==> config.mk <==
export PLATFORM = sky130hd
export DESIGN_NAME = spi_dev_resp_src
export DESIGN_NICKNAME = d
export VERILOG_FILES = /design/src/rtl/spi_dev_resp_src.sv
export SDC_FILE = /design/constraint.sdc
export NUM_CORES = 1
export LEC_CHECK = 0
export CAP_MARGIN = 20
export CORE_MARGIN = 5
export CORE_UTILIZATION = 55
export CTS_CLUSTER_SIZE = 14
export DETAILED_ROUTE_END_ITERATION = 10
export PLACE_DENSITY = 0.74
export SLEW_MARGIN = 20
export SYNTH_ARGS = -nofsm -noshare
export SYNTH_HDL_FRONTEND = slang
export SYNTH_SLANG_ARGS = --single-unit
==> constraint.sdc <==
create_clock -name clk -period 7.3 [get_ports clk]
set_input_delay 0.73 -clock clk [delete_from_list [all_inputs] [get_ports clk]]
set_output_delay 0.73 -clock clk [all_outputs]
set_load 0.05 [all_outputs]
==> src/rtl/spi_dev_resp_src.sv <==
// SPI device response source: byte FIFO with frame counter that
// requests the arbiter and streams each buffered frame as rdata/rstb.
module spi_dev_resp_src #(
  parameter int DEPTH = 16,
  parameter int GAP   = 0,
  parameter int AW    = $clog2(DEPTH)
) (
  input  logic          clk,
  input  logic          rst_n,
  input  logic [7:0]    wr_data,
  input  logic          wr_last,
  input  logic          wr_valid,
  output logic          wr_ready,
  output logic          resp_req,
  input  logic          resp_gnt,
  output logic [7:0]    resp_rdata,
  output logic          resp_rstb,
  output logic [AW:0]   level,
  output logic [AW:0]   frames
);

  localparam int GW = (GAP > 0) ? $clog2(GAP + 1) : 1;

  typedef enum logic [1:0] {
    IDLE,
    REQ,
    XFER,
    REL
  } state_t;

  state_t          state, state_n;
  logic [8:0]      mem [DEPTH];
  logic [AW-1:0]   wptr, rptr;
  logic [GW-1:0]   gap_cnt;
  logic [8:0]      head;
  logic            flush;
  logic            push, pop;
  logic            burst_end;
  logic            req_n;

  assign head     = mem[rptr];
  assign wr_ready = (level != (AW+1)'(DEPTH));
  assign push     = wr_valid & wr_ready;

  always_comb begin
    state_n   = state;
    pop       = 1'b0;
    burst_end = 1'b0;
    unique case (state)
      IDLE: if (frames != '0 || flush) state_n = REQ;
      REQ:  if (resp_gnt) state_n = XFER;
      XFER: begin
        pop = resp_gnt && (gap_cnt == '0) && (level != '0);
        // a flush burst ends once the FIFO actually runs dry
        burst_end = pop && (head[8] ||
          (flush && level == (AW+1)'(1) && !push));
        if (burst_end) state_n = REL;
      end
      REL:  state_n = IDLE;
      default: state_n = IDLE;
    endcase
    req_n = (state_n == REQ) || (state_n == XFER);
  end

  always_ff @(posedge clk) begin
    if (push) mem[wptr] <= {wr_last, wr_data};
  end

  always_ff @(posedge clk or negedge rst_n) begin
    if (!rst_n) begin
      state      <= IDLE;
      resp_req   <= 1'b0;
      resp_rstb  <= 1'b0;
      resp_rdata <= '0;
      wptr       <= '0;
      rptr       <= '0;
      level      <= '0;
      frames     <= '0;
      flush      <= 1'b0;
      gap_cnt    <= '0;
    end else begin
      state     <= state_n;
      resp_req  <= req_n;
      resp_rstb <= pop;
      if (pop) resp_rdata <= head[7:0];
      if (push) wptr <= wptr + 1'b1;
      if (pop) rptr <= rptr + 1'b1;
      if (push && !pop) level <= level + 1'b1;
      else if (pop && !push) level <= level - 1'b1;
      if ((push && wr_last) && !(pop && head[8]))
        frames <= frames + 1'b1;
      else if ((pop && head[8]) && !(push && wr_last))
        frames <= frames - 1'b1;
      // an unterminated frame filling the FIFO would never be sent
      if (burst_end) flush <= 1'b0;
      else if (level == (AW+1)'(DEPTH) && frames == '0)
        flush <= 1'b1;
      if (state != XFER) gap_cnt <= '0;
      else if (pop) gap_cnt <= GW'(GAP);
      else if (resp_gnt && gap_cnt != '0)
        gap_cnt <= gap_cnt - 1'b1;
    end
  end

endmodule
# Word-level counts from Yosys, hierarchy flattened
# Memories as Yosys holds them, arrays and structs flattened.
# Cells that the tools add are included.
[totals] out_inout_bits=21 mem_count=1 ramBits=144 in_bits=13 wordCells=74 reg_bits=32
[mem_list] memory="mem" words=16 width=9 rd=1 rd_clocked_by_memory_dff=0 wr=1 line_no="32" source="logic [8:0] mem [DEPTH];"
[op_classes] n_mux=17 n_reduce_logical=28 n_eq_ne=9 n_addsub=7 bitwise=2
[ops] op="$mux W5" count=4
[ops] op="$logic_and A1 B1 Y1" count=13
[ops] op="$add A5 B1 Y5 const B" count=2
[ops] op="$reduce_bool A5 Y1" count=2
[ops] op="$sub A5 B1 Y5 const B" count=2
[ops] op="$mux W1" count=9
[ops] op="$add A4 B1 Y4 const B" count=2
[ops] op="$pmux W2 S4" count=1
[ops] op="$eq A2 B2 Y1 const B" count=3
[ops] op="$mux W2" count=3
[ops] op="$reduce_bool A2 Y1" count=3
[ops] op="$eq A5 B1 Y1 const B" count=1
[ops] op="$eq A5 B5 Y1 const B" count=1
[ops] op="$logic_not A5 Y1" count=1
[ops] op="$ne A5 B5 Y1 const B" count=1
[ops] op="$eq A2 B1 Y1 const B" count=2
[ops] op="$logic_not A1 Y1" count=4
[ops] op="$logic_or A1 B1 Y1" count=3
[ops] op="$reduce_bool A3 Y1" count=1
[ops] op="$logic_not A2 Y1" count=1
[ops] op="$ne A2 B2 Y1 const B" count=1
[ops] op="$and A1 B1 Y1" count=1
[ops] op="$not A1 Y1" count=1
[ops] op="$sub A1 B1 Y1 const B" count=1

# Logic depth before layout (Yosys ltp)
# Gate-level depths: netlist of run 1.
[depth] word_depth=10 ltp_mapped=14 mapped_depth_nobuf=13

# Worst setup path after synthesis of run 1
# Ideal clock, no wire load.
[synth_timing] path_type="register -> register" start="reg level[1]" end="reg frames[4]" synth_period_minus_slack_ns=3.306 required_time_ns=7.218 t_arrival_ns=3.224 setup_ns=0.082 stages_incl_launch_ff=13 slack_ns=3.994 n_path_buf=0 cell_sequence="dfrtp_1 -> inv_1 -> ha_1 -> nand3_1 -> and3_1 -> ha_1 -> inv_1 -> ha_1 -> nor2b_1 -> o21a_1 -> or3_1 -> a21oi_1 -> xor2_1"
[synth_between] elab_cells_between_ends=13 classes_between="1 x eq/ne; 2 x mux; 1 x bitwise; 9 x reduce/logical"
[synth_lines] element="from (decl)" line_no="18" source="output logic [AW:0] level,"
[synth_lines] element="from (signal assigned)" line_no="88" source="if (push && !pop) level <= level + 1'b1;"
[synth_lines] element="from (signal assigned)" line_no="89" source="else if (pop && !push) level <= level - 1'b1;"
[synth_lines] element="$ne A5 B5 Y1 *" line_no="42" source="assign wr_ready = (level != (AW+1)'(DEPTH));"
[synth_lines] element="via wr_ready" line_no="13" source="output logic wr_ready,"
[synth_lines] element="$and A1 B1 Y1 *" line_no="43" source="assign push = wr_valid & wr_ready;"
[synth_lines] element="$logic_and A1 B1 Y1 *" line_no="90, 92"
[synth_lines] element="$logic_not A1 Y1" line_no="92" source="else if ((pop && head[8]) && !(push && wr_last))"
[synth_lines] element="$logic_and A1 B1 Y1" line_no="92"
[synth_lines] element="$reduce_bool A2 Y1 (no line)"
[synth_lines] element="to (signal assigned)" line_no="91" source="frames <= frames + 1'b1;"
[synth_lines] element="to (signal assigned)" line_no="93" source="frames <= frames - 1'b1;"
[synth_lines] element="to (decl)" line_no="19" source="output logic [AW:0] frames"
# The timed path passes the listed nets; every way through them passes the cells marked *.
# A chain may end at the register's enable or synchronous reset.

# Final worst setup path of run 1
[layout_timing] start="reg rptr[1]" end="reg frames[4]"
[layout_between] elab_chain_len=5 elab_cells_between_ends=7 classes_between="1 x mux; 5 x reduce/logical; 1 x memory"
[layout_lines] element="from (decl)" line_no="33" source="logic [AW-1:0] wptr, rptr;"
[layout_lines] element="from (signal assigned)" line_no="87" source="if (pop) rptr <= rptr + 1'b1;"
[layout_lines] element="$mem_v2 Z16 W9 *"
[layout_lines] element="$logic_and A1 B1 Y1 *" line_no="90, 92"
[layout_lines] element="$logic_not A1 Y1" line_no="90" source="if ((push && wr_last) && !(pop && head[8]))"
[layout_lines] element="$logic_and A1 B1 Y1" line_no="90"
[layout_lines] element="$mux W5 or $reduce_bool A2 Y1 (tied branches)"
# Every way passes the cells marked *; elsewhere a longest branch is shown, timed or not.

==> impl_metrics.env, run 1 <==
export IMPL_worstMarginPinSlew_ps=1110
export IMPL_antenna_left=0
export IMPL_synth_warnings=0
export IMPL_rsz0062_at_grt="no"
export IMPL_cp_required_ps=7650
export IMPL_cpLargestDelayFamily="multiplexers"
export IMPL_grt_use_total=0.2008
export IMPL_ys_seq_area_frac=0.7188
export IMPL_yosysMostFrequentCell="edfxtp_1"
export IMPL_drc_errors=0
export IMPL_cpPeakStageDelay_ps=580
export IMPL_numClockSinks=176
export IMPL_worstSetupEndpointType="flip-flop"
export IMPL_routed_wl_mm=13.95
export IMPL_synth_area_sq_um=7129
export IMPL_finalSetupViolations=0
export IMPL_sequentialPowerShare=0.414
export IMPL_period_needed_ps=3431
export IMPL_pwr_density_cell_nw_per_um2=405.6
export IMPL_vias_per_cell=5.802
export IMPL_r2r_cells=13
export IMPL_p_total_mw=3.348
export IMPL_final_layout_size_suffix_gt1_frac=0.1779
export IMPL_place_inst=586
export IMPL_crit_chain="buf_4 -> mux4_2 -> mux2i_1 -> o22ai_1 -> nand2_1 -> ha_1 -> inv_1 -> ha_1 -> nor2b_1 -> o21a_1 -> or3_1 -> a21oi_1 -> xor2_1"
export IMPL_wl_per_cell_um=22.64
export IMPL_die_width_um=123.9
export IMPL_arrival_ps=3780
export IMPL_status="complete, no violations"
export IMPL_grt_pass1_wl_mm=21.98
export IMPL_first_iter_violations=341
export IMPL_yosysTopAreaCell="edfxtp_1"
export IMPL_final_hold_viol_count=0
export IMPL_hold_buffers=0
export IMPL_tns_ps=0
export IMPL_die_area_sq_um=15340
export IMPL_start_util=0.5627
export IMPL_p_switching_mw=1.131
export IMPL_hp_class="input port to asynchronous set/reset pin"
export IMPL_synth_top_area_frac=0.6065
export IMPL_clock_latency_ps=420
export IMPL_worstReg2RegStart="rptr[1]"
export IMPL_rrSetupSlack_ps=3870
export IMPL_startpoint="rptr[1]"
export IMPL_vias=3574
export IMPL_pwr_share_comb=0.330
export IMPL_numPortBuffers=33
export IMPL_drv_slew=0
export IMPL_max_cap_viol_count=0
export IMPL_antenna_found_initial=0
export IMPL_root_buffer="clkbuf_16"
export IMPL_final_cells=616
export IMPL_dr_pass1_iters=4
export IMPL_cp_num_buf_inv=2
export IMPL_antenna_cells=0
export IMPL_area_growth_syn_to_layout_pct=15.78
export IMPL_coreArea_sq_um=12670
export IMPL_cts_resized=0
export IMPL_grt_max_degree=35
export IMPL_synth_area_top_cells="edfxtp_1 61%, mux4_2 12%, dfrtp_1 11%"
export IMPL_synthesis_instances=391
export IMPL_clock_power_share=0.256
export IMPL_fin_crit_sh=0.4700
export IMPL_cts_max_path_buffers=2
export IMPL_vdd_drop_max_mv=0.2101
export IMPL_ys_seq_elements=176
export IMPL_nets=462
export IMPL_crit_type="flip-flop to flip-flop"
export IMPL_std_cell_rows=41
export IMPL_synth_common_cells="144 x edfxtp_1, 37 x mux4_2, 33 x nand2_1"
export IMPL_fin_skew_ps=12.84
export IMPL_cts_buffers=17
export IMPL_setup_worst_path_start_class="flip-flop"
export IMPL_worstPathMaxFanout=34
export IMPL_detailed_place_hpwl_mm=8.775
export IMPL_gp_congestion=0.8065
export IMPL_synth_area_per_cell_sq_um=18.23
export IMPL_ys_types=37
export IMPL_swShare=0.3379
export IMPL_async_flop_share=0.1818
export IMPL_htree_levels=4
export IMPL_grt_ovfl_total=0
export IMPL_clkTransAtPathRegs_ps=70
export IMPL_synth_edf_count=144
export IMPL_fmax_mhz=291.5
export IMPL_syn_nets=420
export IMPL_ys_dominant_reg_cell="edfxtp_1"
export IMPL_post_cts_buffers=0
export IMPL_chipHeight_um=123.9
export IMPL_cp_slowest_cell="mux4_2"
export IMPL_grt_pass1_vias=3869
export IMPL_p_int_mw=2.217
export IMPL_cts_tree="built"
export IMPL_relSlewSlack=0.2571
export IMPL_r2r_end="frames[4]"
export IMPL_cp_common_cell="ha_1"
export IMPL_power_leakage_nw=2.812
export IMPL_ios=34
-- stage by stage --
stage | cell area (sq um) | setup WS, ps | util | hold WS (ps)
final | 8254 | 3869 | 0.6514 | 384.1
after CTS | 8252 | 3871 | 0.6512 | 413.8
after floorplan | 7129 | 3994 | - | 434.4
after detailed placement | 7697 | 3684 | 0.6075 | 490.9
after global routing | 8254 | 3728 | 0.6514 | 444.6
after global placement | 7697 | 3811 | 0.6075 | 481.4
-- cell type report --
cell class,count,area (sq um)
clock buffer,21,440.4
clock inverter,9,113.9
tap,172,215.2
timing repair buffer,40,377.9
inverter,14,52.55
fill,883,4417
multi-input combinational,184,1928
sequential,176,5126
-- worst max-delay path by stage --
stage                            to  slack (ps)  cells after the start
final                     frames[4]        3870                     13
after CTS                 frames[4]        3870                     13
after global routing      frames[4]        3730                     13
after detailed placement  frames[4]        3680                     12
after floorplan           frames[4]        3990                     12
after global placement    frames[4]        3810                     12
-- sequential cells by signal, summed over array words and instances, names as in the netlist, 2 cells and up --
signal	count
mem	144
resp_rdata	8
frames	5
level	5
rptr	4
wptr	4
state	2
-- routing by layer --
metal	GRT usage	routed length [um]
met3	0.04678	838
met5	0	0
met2	0.3244	7055
met1	0.2771	5906
met4	0.05744	146
-- power by group through the flow --
stage          combinational (mW)  sequential (mW)  clock [mW]
2_1_floorplan               0.652             1.52           0
3_3_place_gp                 1.09             1.39           0
3_5_place_dp                 1.11             1.40           0
4_1_cts                      1.12             1.38       0.867
5_1_grt                      1.19             1.40       0.905
6_report                     1.11             1.38       0.858
-- logic make-up (layout without fill, tap and decap cells) --
| group | after synthesis | after routing | share of synthesized area |
|---|---|---|---|
| AND/OR/NAND/NOR | 73 | 73 | 0.05002 |
| XOR/XNOR | 15 | 15 | 0.01843 |
| adder cells (fa/ha/maj) | 16 | 16 | 0.02913 |
| AO/OA/AOI/OAI | 27 | 27 | 0.02439 |
| buffers and inverters | 31 | 84 | 0.01948 |
| flip-flops | 176 | 176 | 0.7188 |
| multiplexers | 53 | 53 | 0.1397 |
-- layout by cell type, fill, tap and decap left out, types with 2 or more instances in the layout --
cell / instances
a21oi_1: 5
and2_1: 4
buf_4: 7
bufinv_16: 2
clkbuf_1: 4
clkbuf_16: 17
clkdlybuf4s50_1: 32
clkinv_4: 3
clkinvlp_4: 3
dfrtp_1: 31
edfxtp_1: 144
ha_1: 15
inv_1: 13
mux2_2: 2
mux2i_1: 14
mux4_2: 37
nand2_1: 33
nand2b_1: 3
nand3_1: 3
nand3b_1: 2
nand4_1: 4
nor2_1: 6
nor3_1: 4
nor3b_1: 4
nor4_4: 4
o21a_1: 3
o21ai_0: 8
o221ai_1: 6
o22ai_1: 2
xnor2_1: 9
xor2_1: 6
-- worst reg2reg max path, cell delays in order, from the launching register on --
cell,delay (ps)
dfrtp_1,320
buf_4,450
mux4_2,590
mux2i_1,150
o22ai_1,150
nand2_1,110
ha_1,220
inv_1,110
ha_1,300
nor2b_1,140
o21a_1,180
or3_1,300
a21oi_1,180
xor2_1,150
No activity file was read; power rests on OpenSTA's default activity.
==> run 2: changes to the inputs <==
==> constraint.sdc (replaced) <==
create_clock -name clk -period 3.2 [get_ports clk]
set_input_delay 0.32 -clock clk [delete_from_list [all_inputs] [get_ports clk]]
set_output_delay 0.32 -clock clk [all_outputs]
set_load 0.05 [all_outputs]
==> impl_metrics.env, run 2 (same netlist as run 1, synthesis figures left out) <==
export IMPL_fin_area_sq_um=8392
export IMPL_p_total_mw=7.783
export IMPL_swShare=0.3382
export IMPL_htree_levels=4
export IMPL_period_needed_ps=2934
export IMPL_antenna_left=0
export IMPL_use_met2=0.3268
export IMPL_cts_buffers=17
export IMPL_largest_reg_flops=144
export IMPL_top_register="mem"
export IMPL_arrival_ps=3290
export IMPL_clock_power_share=0.269
export IMPL_die_width_um=123.9
export IMPL_grt_max_degree=33
export IMPL_gp_congestion=0.7768
export IMPL_routed_wl_mm=13.95
export IMPL_grt_use_total=0.2004
export IMPL_crit_type="flip-flop to flip-flop"
export IMPL_worstMarginPinSlew_ps=801.7
export IMPL_grt_pass1_wl_mm=21.49
export IMPL_largestRegisters="mem: 144 flops, resp_rdata: 8 flops"
export IMPL_cts_max_path_buffers=2
export IMPL_cp_required_ps=3550
export IMPL_numClockSinks=176
export IMPL_fin_skew_ps=9.661
export IMPL_coreArea_sq_um=12670
export IMPL_antenna_found_initial=0
export IMPL_final_layout_size_suffix_gt1_frac=0.2169
export IMPL_use_met3=0.05404
export IMPL_first_iter_violations=284
export IMPL_chipHeight_um=123.9
export IMPL_drc_errors=0
export IMPL_detailed_place_hpwl_mm=8.923
export IMPL_vdd_drop_max_mv=0.4592
export IMPL_use_met1=0.2619
export IMPL_worstPathMaxFanout=5
export IMPL_p_int_mw=5.151
export IMPL_pwr_density_cell_nw_per_um2=927.4
export IMPL_area_growth_syn_to_layout_pct=17.71
export IMPL_fmax_mhz=340.8
export IMPL_drv_slew=0
export IMPL_root_buffer="clkbuf_16"
export IMPL_std_cell_rows=41
export IMPL_final_common_cell="edfxtp_1"
export IMPL_nets=477
export IMPL_power_leakage_nw=2.912
export IMPL_die_area_sq_um=15340
export IMPL_clock_latency_ps=430
export IMPL_final_hold_viol_count=0
export IMPL_pwr_share_comb=0.328
export IMPL_clkTransAtPathRegs_ps=70
export IMPL_setup_worst_path_start_class="flip-flop"
export IMPL_ios=34
export IMPL_fin_crit_sh=0.9169
export IMPL_p_switching_mw=2.632
export IMPL_cts_tree="built"
export IMPL_max_cap_viol_count=0
export IMPL_busiest_layer="met2"
export IMPL_status="complete, no violations"
export IMPL_wl_per_cell_um=22.03
export IMPL_placed_area_sq_um=7757
export IMPL_worstSetupEndpointType="flip-flop"
export IMPL_start_util=0.5627
export IMPL_layout_common_cells="144 x edfxtp_1, 37 x mux4_2, 33 x nand2_1"
export IMPL_relSlewSlack=0.4656
export IMPL_dr_pass1_iters=4
export IMPL_grt_pass1_vias=3781
export IMPL_hp_class="flip-flop to flip-flop"
export IMPL_sequentialPowerShare=0.402
export IMPL_finalSetupViolations=0
export IMPL_antenna_cells=0
export IMPL_vias=3671
export IMPL_numPortBuffers=33
export IMPL_grt_ovfl_total=0
export IMPL_vias_per_cell=5.799
==> run 2: cell types whose count changed in the layout (fill, tap and decap cells not counted), sizes merged <==
| cell | previous run | this run |
|---|---|---|
| clkinv | 5 | 1 |
| buf | 8 | 22 |
| clkbuf | 21 | 18 |
| dlygate4sd3 | 0 | 1 |
| inv | 13 | 22 |
==> run 2: through the flow <==
stage	util	TNS [ps]	hold WS (ps)	cells	worst slack, ps
after floorplan	-	0	24.41	391	110.0
after global placement	0.6122	0	429.7	598	269.0
after detailed placement	0.6122	0	433.5	598	207.8
after CTS	0.6610	0	478.2	631	186.8
after global routing	0.6623	-0.8826	517.8	633	-0.8826
final	0.6623	0	475.5	633	266.0
==> run 2: power by group through the flow <==
| stage | logic [mW] | clock network (mW) | registers, mW |
|---|---|---|---|
| after floorplan | 1.49 | 0 | 3.47 |
| after global placement | 2.50 | 0 | 3.16 |
| after detailed placement | 2.55 | 0 | 3.19 |
| after CTS | 2.56 | 2.13 | 3.14 |
| after global routing | 2.76 | 2.24 | 3.17 |
| final | 2.56 | 2.10 | 3.13 |
==> run 2: timing repair <==
item | in CTS | in global routing
endpoints found under the hold margin | 32 | 0
setup endpoints to repair | 0 | 1
resized for setup | 0 | 1
buffers inserted | 0 | 2
hold buffers | 1 | 0
==> run 2: path summary, 6_finish.rpt <==
kind	start	end	slack [ps]	cells past startpoint
min in group asynchronous	rst_n	wptr[1]	510	2
max in group asynchronous	rst_n	rptr[0]	2130	2
setup / recovery	rptr[1]	frames[4]	270	12
hold / removal	resp_rdata[6]	resp_rdata[6]	480	2
hold reg to reg	resp_rdata[6]	resp_rdata[6]	480	2
setup reg to reg	rptr[1]	frames[4]	270	12
==> run 2: area by class of cell <==
class	count	area [sq um]
clock buffers	18	439.2
multi-input cells	184	1896
flip-flops and latches	176	5127
well taps	172	215.2
inverters	14	52.55
fillers	878	4279
repair buffers	55	493.0
clock inverters	14	168.9
==> run 2: worst max-delay path, cell delays in order, from the launching register on <==
cell and delay [ps]:
dfrtp_2 410, mux4_2 510, mux2i_1 140, o22ai_1 130, nand2_1 110, ha_1 220
inv_1 110, ha_1 300, nor2b_1 130, o21a_1 170, or3_1 310, a21oi_1 180
xor2_1 150
==> run 2: routing by layer <==
metal  up-vias  wire length (um)
met5         -                 0
met4         0               208
met3        18               781
met2       109              7188
met1      1903              5766
li1       1641                 -
==> run 3: changes to the inputs <==
--- a/config.mk
+++ b/config.mk
@@ -11,7 +11,6 @@
 export CTS_CLUSTER_SIZE = 14
 export DETAILED_ROUTE_END_ITERATION = 10
 export PLACE_DENSITY = 0.74
-export SLEW_MARGIN = 20
 export SYNTH_ARGS = -nofsm -noshare
 export SYNTH_HDL_FRONTEND = slang
 export SYNTH_SLANG_ARGS = --single-unit
==> results of run 3 <==
Same layout as run 2: the final DEF is identical, and so are final timing and power.
